`src/rtl/clk_div_monitor.sv`:
```
// Divided-clock monitor: measures the period and high time of a slow
// clock in i_clk cycles, with lock detection and a sticky overflow flag.
module clk_div_monitor #(
  parameter int DIV_VAL_WIDTH = 4,
  parameter int LOCK_CNT      = 2
) (
  input  logic                     i_clk,
  input  logic                     i_reset,
  input  logic                     i_Enable,
  input  logic                     i_clk_div,
  output logic [DIV_VAL_WIDTH-1:0] o_period,
  output logic [DIV_VAL_WIDTH-1:0] o_high_time,
  output logic                     o_valid,
  output logic                     o_locked,
  output logic                     o_overflow
);

  localparam int W = DIV_VAL_WIDTH;
  localparam logic [W-1:0] CNT_MAX = '1;
  localparam logic [W-1:0] CNT_ONE = W'(1);
  localparam logic [3:0]   LOCK_TH = 4'(LOCK_CNT);

  typedef enum logic [1:0] {
    IDLE,
    ARM,
    MEASURE
  } state_e;

  state_e         state_q;
  logic           sync1_q;
  logic           sync2_q;
  logic           hist_q;
  logic           rise_q;
  logic           fall_q;
  logic           en_q;
  logic [W-1:0]   per_cnt_q;
  logic [W-1:0]   high_cnt_q;
  logic [W-1:0]   high_lat_q;
  logic [W-1:0]   period_q;
  logic [W-1:0]   high_q;
  logic [3:0]     match_q;
  logic [3:0]     match_d;
  logic           locked_d;
  logic           first_q;
  logic           valid_q;
  logic           locked_q;
  logic           ovf_q;

  // Synchronize the divided clock and register its edge strobes.
  always_ff @(posedge i_clk) begin
    if (!i_reset) begin
      sync1_q <= 1'b0;
      sync2_q <= 1'b0;
      hist_q  <= 1'b0;
      rise_q  <= 1'b0;
      fall_q  <= 1'b0;
      en_q    <= 1'b0;
    end else begin
      sync1_q <= i_clk_div;
      sync2_q <= sync1_q;
      hist_q  <= sync2_q;
      rise_q  <= sync2_q & ~hist_q;
      fall_q  <= ~sync2_q & hist_q;
      en_q    <= i_Enable;
    end
  end

  // Next match count for the period that completes on this rise.
  always_comb begin
    match_d = 4'd1;
    if (!first_q && (per_cnt_q == period_q)) begin
      if (match_q != 4'hF) begin
        match_d = match_q + 4'd1;
      end else begin
        match_d = match_q;
      end
    end
    locked_d = (match_d >= LOCK_TH);
  end

  // Measurement FSM with registered results and status flags.
  always_ff @(posedge i_clk) begin
    if (!i_reset) begin
      state_q    <= IDLE;
      per_cnt_q  <= '0;
      high_cnt_q <= '0;
      high_lat_q <= '0;
      period_q   <= '0;
      high_q     <= '0;
      match_q    <= 4'd0;
      first_q    <= 1'b0;
      valid_q    <= 1'b0;
      locked_q   <= 1'b0;
      ovf_q      <= 1'b0;
    end else begin
      valid_q <= 1'b0;
      if (i_Enable && !en_q) begin
        ovf_q <= 1'b0;
      end
      if (!i_Enable) begin
        state_q    <= IDLE;
        locked_q   <= 1'b0;
        per_cnt_q  <= '0;
        high_cnt_q <= '0;
      end else begin
        unique case (state_q)
          IDLE: begin
            per_cnt_q  <= '0;
            high_cnt_q <= '0;
            high_lat_q <= '0;
            match_q    <= 4'd0;
            state_q    <= ARM;
          end
          ARM: begin
            if (rise_q) begin
              per_cnt_q  <= CNT_ONE;
              high_cnt_q <= CNT_ONE;
              first_q    <= 1'b1;
              state_q    <= MEASURE;
            end
          end
          MEASURE: begin
            if (rise_q) begin
              period_q   <= per_cnt_q;
              high_q     <= high_lat_q;
              valid_q    <= 1'b1;
              match_q    <= match_d;
              locked_q   <= locked_d;
              first_q    <= 1'b0;
              per_cnt_q  <= CNT_ONE;
              high_cnt_q <= CNT_ONE;
            end else if (per_cnt_q == CNT_MAX) begin
              // Period would not fit the output field.
              ovf_q      <= 1'b1;
              locked_q   <= 1'b0;
              per_cnt_q  <= '0;
              high_cnt_q <= '0;
              state_q    <= ARM;
            end else begin
              per_cnt_q <= per_cnt_q + CNT_ONE;
              if (hist_q && (high_cnt_q != CNT_MAX)) begin
                high_cnt_q <= high_cnt_q + CNT_ONE;
              end
              if (fall_q) begin
                high_lat_q <= high_cnt_q;
              end
            end
          end
          default: begin
            state_q <= IDLE;
          end
        endcase
      end
    end
  end

  assign o_period    = period_q;
  assign o_high_time = high_q;
  assign o_valid     = valid_q;
  assign o_locked    = locked_q;
  assign o_overflow  = ovf_q;

endmodule
```
`config.mk`:
```
export PLATFORM = sky130hd
export DESIGN_NAME = clk_div_monitor
export DESIGN_NICKNAME = d
export VERILOG_FILES = /design/src/rtl/clk_div_monitor.sv
export SDC_FILE = /design/constraint.sdc
export NUM_CORES = 1
export LEC_CHECK = 0
export CORE_UTILIZATION = 45
export CTS_CLUSTER_DIAMETER = 150
export DETAILED_ROUTE_END_ITERATION = 10
export DONT_BUFFER_PORTS = 1
export PLACE_DENSITY_LB_ADDON = 0.05
export REMOVE_ABC_BUFFERS = 1
export SYNTH_ARGS = -nofsm -noshare
export SYNTH_HDL_FRONTEND = slang
export SYNTH_SLANG_ARGS = --single-unit
```
`constraint.sdc`:
```
create_clock -name i_clk -period 3 [get_ports i_clk]
set_input_delay 0.75 -clock i_clk [delete_from_list [all_inputs] [get_ports i_clk]]
set_output_delay 0.75 -clock i_clk [all_outputs]
set_load 0.1 [all_outputs]
```
Yosys cells after proc, flatten, opt, wreduce, memory -nomap -nowiden
Cells that the tools add are included.
{"block": "word_totals", "register_bits": 36, "output_inout_bits": 11, "wordCells": 89}
{"block": "classes", "addsub": 3, "order_cmp": 1, "n_eq_ne": 13, "mux": 31, "n_bitwise": 4, "n_reduce_logical": 20}
{"cell": "4-bit 2-to-1 mux", "count": 12}
{"cell": "4-bit case mux with 3 select lines", "count": 2}
{"cell": "4-bit case mux with 2 select lines", "count": 2}
{"cell": "3-bit AND reduction", "count": 5}
{"cell": "4-bit by 1-bit adder with 4-bit output, second input constant", "count": 3}
{"cell": "2-bit != test, second input constant", "count": 6}
{"cell": "4-bit != test, second input constant", "count": 3}
{"cell": "1-bit 2-to-1 mux", "count": 10}
{"cell": "2-bit 2-to-1 mux", "count": 3}
{"cell": "2-bit case mux with 3 select lines", "count": 1}
{"cell": "2-bit AND reduction", "count": 3}
{"cell": "2-bit nonzero test", "count": 3}
{"cell": "5-bit AND reduction", "count": 1}
{"cell": "4-bit == test", "count": 1}
{"cell": "4-bit == test, second input constant", "count": 1}
{"cell": "4-bit by 2-bit greater-or-equal comparator with 1-bit output, second input constant", "count": 1}
{"cell": "4-bit AND reduction", "count": 1}
{"cell": "1-bit logical AND", "count": 3}
{"cell": "3-bit nonzero test", "count": 1}
{"cell": "1-bit bitwise AND", "count": 2}
{"cell": "2-bit by 1-bit == test with 1-bit output, second input constant", "count": 1}
{"cell": "2-bit == test, second input constant", "count": 1}
{"cell": "1-bit logical NOT", "count": 2}
{"cell": "2-bit logical NOT", "count": 1}
{"cell": "2 further kinds", "count": 3}

Depth between registers and ports, before layout
{"block": "depth", "word_depth": 7, "ltp_mapped": 8}

Worst setup path before layout
No wires, ideal clock.
{"block": "synth_path", "path_type": "reg2reg", "from": "register period_q[1] (netlist: o_period[1])", "to": "register match_q[0]", "setup_ns": 0.117, "t_arrival_ns": 1.815, "slack_ns": 1.068, "path_stages_with_launch": 5, "period_less_slack_ns": 1.932, "path_cell_list": "dfxtp_1 > xor2_1 > nor3_2 > o211ai_1 > a22o_1"}
{"block": "synth_between", "elab_chain_len": 5}
{"item": "start, declared", "line_no": "39", "source": "logic [W-1:0] period_q;"}
{"item": "start signal, assigned", "line_no": "124", "source": "period_q <= per_cnt_q;"}
{"item": "4-bit == test", "line_no": "71", "source": "if (!first_q && (per_cnt_q == period_q)) begin"}
{"item": "1-bit logical AND", "line_no": "71"}
{"item": "4-bit 2-to-1 mux", "line_no": "71"}
{"item": "4-bit 2-to-1 mux", "line_no": "123", "source": "if (rise_q) begin"}
{"item": "4-bit case mux with 2 select lines", "line_no": "106", "source": "unique case (state_q)"}
{"item": "end signal, assigned", "line_no": "127", "source": "match_q <= match_d;"}
{"item": "end, declared", "line_no": "41", "source": "logic [3:0] match_q;"}
No other way between the ends. The select of a mux whose other input is x is not followed.
A chain may end at the register's enable or synchronous reset.

Final worst setup path
{"block": "layout_path", "from": "register state_q[0]", "to": "register match_q[1]"}
{"block": "layout_between", "elab_chain_len": 3, "elab_cells_between_ends": 6, "classes_between": "eq/ne (2); mux (1); reduce/logical (3)"}
{"item": "start, declared", "line_no": "29", "source": "state_e state_q;"}
{"item": "start signal, assigned", "line_no": "84", "source": "state_q <= IDLE;"}
{"item": "start signal, assigned", "line_no": "101", "source": "state_q <= IDLE;"}
{"item": "start signal, assigned", "line_no": "112", "source": "state_q <= ARM;"}
{"item": "2-bit == test or 2-bit logical NOT (tied branches)", "line_no": "106"}
{"item": "2-bit != test (no line) or 2-bit nonzero test (tied branches)"}
{"item": "3-bit AND reduction (no line)"}
Parallel ways exist; a longest one is shown, timed or not.

==> metrics.csv <==
metric,value,unit
status,finished clean,
cell total after placement,223,
Hold Buf Count CTS,0,
router iterations before antenna repair,4,
most frequent cells in the layout,"36 x dfxtp_1, 15 x nand2_1, 10 x nor2_1",
HP Class,flop to flop,
Worst-path clk slew,0.07,ns
# fillers,346,
H-tree depth,2,
global-route wire length before repair,5.82,mm
clock network fraction of design power,39.7,%
clock latency on the worst-skew pair,0.28,ns
initial antenna violation count,0,
kind of critical path,flop to flop,
Post-synth EDFFs,0,
hold path startpoint,sync2_q$_SDFF_PN0_,
count of mapped cells out of synthesis,182,
Die ar.,3990,µm²
largest net degree at the start of global routing,18,
Fin. Hold Viols,0,
Max Transition Viols Final,0,
Synth Area in Compound Gates,20.3,%
clock skew,0.00442,ns
Synth Register Bits,36,
DRT Wirelength,3.39,mm
clock root cell,clkbuf_8,
PD cells,474,nW/µm²
CTS tree,yes,
CTS Buf Count,5,
starting DRC count in detailed routing,69,
adder-cell share of the synthesized area,5.20,%
crit-path max FO,17,
Clock Tree Buf Depth,2,
yosys warns,0,
layout cell share with drive strength beyond 1,9.73,%
ANT nets after route,0,
RePlAce Congestion,0.877,
Finish-stage setup viols,0,
switching part of the total,21.0,%
Setup Buffers After CTS,0,
Internal,0.682,mW
area grow syn2layout,8.17,%
Ant. Diodes,0,
R2R cell count,6,
Synth Area in Simple Gates,23.2,%
Worst Setup Start Kind,flop,
pin slew with the least headroom to its limit,0.993,ns
fmax,454,MHz
crit share post-route,73.3,%
DRC violations left,0,
Peak VDD IR,0.282,mV
"Cell Area, Synth",1690,µm²
Logic pwr share,4.1,%
initial core utilization,48.6,%
vias in the first global route,1255,
post-DR vias/cell,5.77,
TNS Setup,0,ns
die width,63.2,µm
unrepaired setup endpoints after global routing,false,
Async SR Flop Fraction,0,%
xor and xnor area share after synthesis,2.08,%
number of max-cap violations,0,
number of primary I/O pins,15,
Post-synth top flop,dfxtp_1,
GRT overflow,0,
Routed WL per cell,14.7,µm
core area,3470,µm²
I/O Buffers,0,
Slew headroom,33.7,%
crit path from,state_q[0]$_SDFFE_PN0P_,
worst r2r src,state_q[0]$_SDFFE_PN0P_,
row cnt,21,
Hold Path Depth,1,
Flop pwr share,56.2,%
r2r setup slk,0.80,ns
Tot GR Track Use,18.6,%
crit path capture type,flop,
clk sinks,36,
syn avg cell area,9.26,µm²
hold endpoint,fall_q$_SDFF_PN0_,
"Seq/Total Area, Yosys",42.8,%
largest family of logic cells by synthesized area,simple AND/OR/NAND/NOR gates,
Reg-to-Reg End,match_q[1]$_SDFFE_PN0P_,
DR vias,1333,
worst path arrival time,2.39,ns
die height,63.2,µm
Post-DP HPWL,2.49,mm
leakage power total,0.697,nW
"commonest non-fill, non-tap cell in the layout",dfxtp_1,
CTS resizes,0,
Final min period,2.20,ns
Worst Path Required,3.19,ns
Final Non-Filler Cells,231,
post-synthesis mux area share,2.38,%
P_sw,0.182,mW
final net count,195,
distinct cell type count after synthesis,51,
cell usage after synthesis (2+ instances only):
| library cell | number | area [µm²] |
|---|---|---|
| and3b_1 | 3 | 26.3 |
| a31oi_1 | 4 | 25.0 |
| a22o_1 | 8 | 70.1 |
| nand4b_1 | 2 | 17.5 |
| nand2_1 | 15 | 56.3 |
| or3_1 | 2 | 12.5 |
| nor3_1 | 3 | 15.0 |
| nand3_1 | 7 | 35.0 |
| dfxtp_1 | 36 | 721 |
| ha_1 | 7 | 87.6 |
| xor2_1 | 4 | 35.0 |
| inv_1 | 6 | 22.5 |
| clkbuf_1 | 6 | 22.5 |
| mux2i_1 | 4 | 40.0 |
| and2_1 | 5 | 31.3 |
| nand3b_1 | 3 | 22.5 |
| o22ai_1 | 4 | 25.0 |
| buf_2 | 2 | 10.0 |
| nor2_1 | 10 | 37.5 |
| o32ai_1 | 2 | 17.5 |
| and3_1 | 2 | 12.5 |
| a32o_1 | 2 | 20.0 |
| nor2b_1 | 4 | 25.0 |
| o21ai_0 | 9 | 45.0 |
| a21oi_1 | 6 | 30.0 |
final cells by class:
class,count,area (µm²),share of cell area (%)
Multi-Input combinational cell,130,895,49.1
Sequential cell,36,721,39.5
Clock buffer,7,86.3,4.74
Tap cell,46,57.6,3.16
Timing Repair Buffer,4,30.0,1.65
Inverter,7,26.3,1.44
Clock inverter,1,7.51,0.412
worst max-delay path by stage:
stage	end	slack (ns)
global placement	match_q[1]$_SDFFE_PN0P_	0.90
floorplan	match_q[0]$_SDFFE_PN0P_	1.07
CTS	match_q[1]$_SDFFE_PN0P_	0.79
detailed placement	match_q[1]$_SDFFE_PN0P_	0.81
finish	match_q[1]$_SDFFE_PN0P_	0.80
global route	match_q[1]$_SDFFE_PN0P_	0.51
layer usage:
metal  vias up  share of wire (%)  global-route usage [%]
met3         5                3.8                    4.53
li1        669                  -                       -
met4         0                1.6                    7.67
met1       638                 48                    23.3
met5         -                  0                       0
met2        21                 47                    30.4
worst max-delay path: stages, from the launching register on:
cell	delay [ns]
dfxtp_1	0.34
inv_1	0.09
ha_1	0.46
and4_1	0.53
nor3b_2	0.33
nand2_1	0.10
o32ai_1	0.26
state kept, by name, indices dropped and copies added, names as in the netlist:
name and flops:
o_overflow 1, high_lat_q 4, o_locked 1, high_cnt_q 4, match_q 4, fall_q 1, o_high_time 4, rise_q 1
state_q 2, o_valid 1, per_cnt_q 4, sync2_q 1, en_q 1, o_period 4, first_q 1, hist_q 1
sync1_q 1
stage by stage:
step	cell area [µm²]	hold slack [ns]	setup slack, ns	util (%)	power [mW]
floorplan	1640	0.382	1.07	-	0.523
global placement	1730	0.391	0.901	49.9	0.531
detailed placement	1730	0.396	0.810	49.9	0.531
CTS	1820	0.406	0.792	52.6	0.878
global route	1820	0.412	0.507	52.6	0.901
finish	1820	0.408	0.800	52.6	0.864
cells by family after synthesis:
group	after synthesis
simple gates	67
compound gates	48
flops	36
buf+inv	16
fa+ha+maj	7
xor+xnor	4
mux	4
power groups by stage:
stage / combinational (mW) / clock (mW) / sequential, mW
4_1_cts: 0.0352 / 0.358 / 0.485
2_1_floorplan: 0.0276 / 0 / 0.495
6_report: 0.0352 / 0.343 / 0.486
5_1_grt: 0.0396 / 0.376 / 0.486
3_5_place_dp: 0.0347 / 0 / 0.496
3_3_place_gp: 0.0344 / 0 / 0.496
Note: power is estimated with default switching activity, not from simulation.
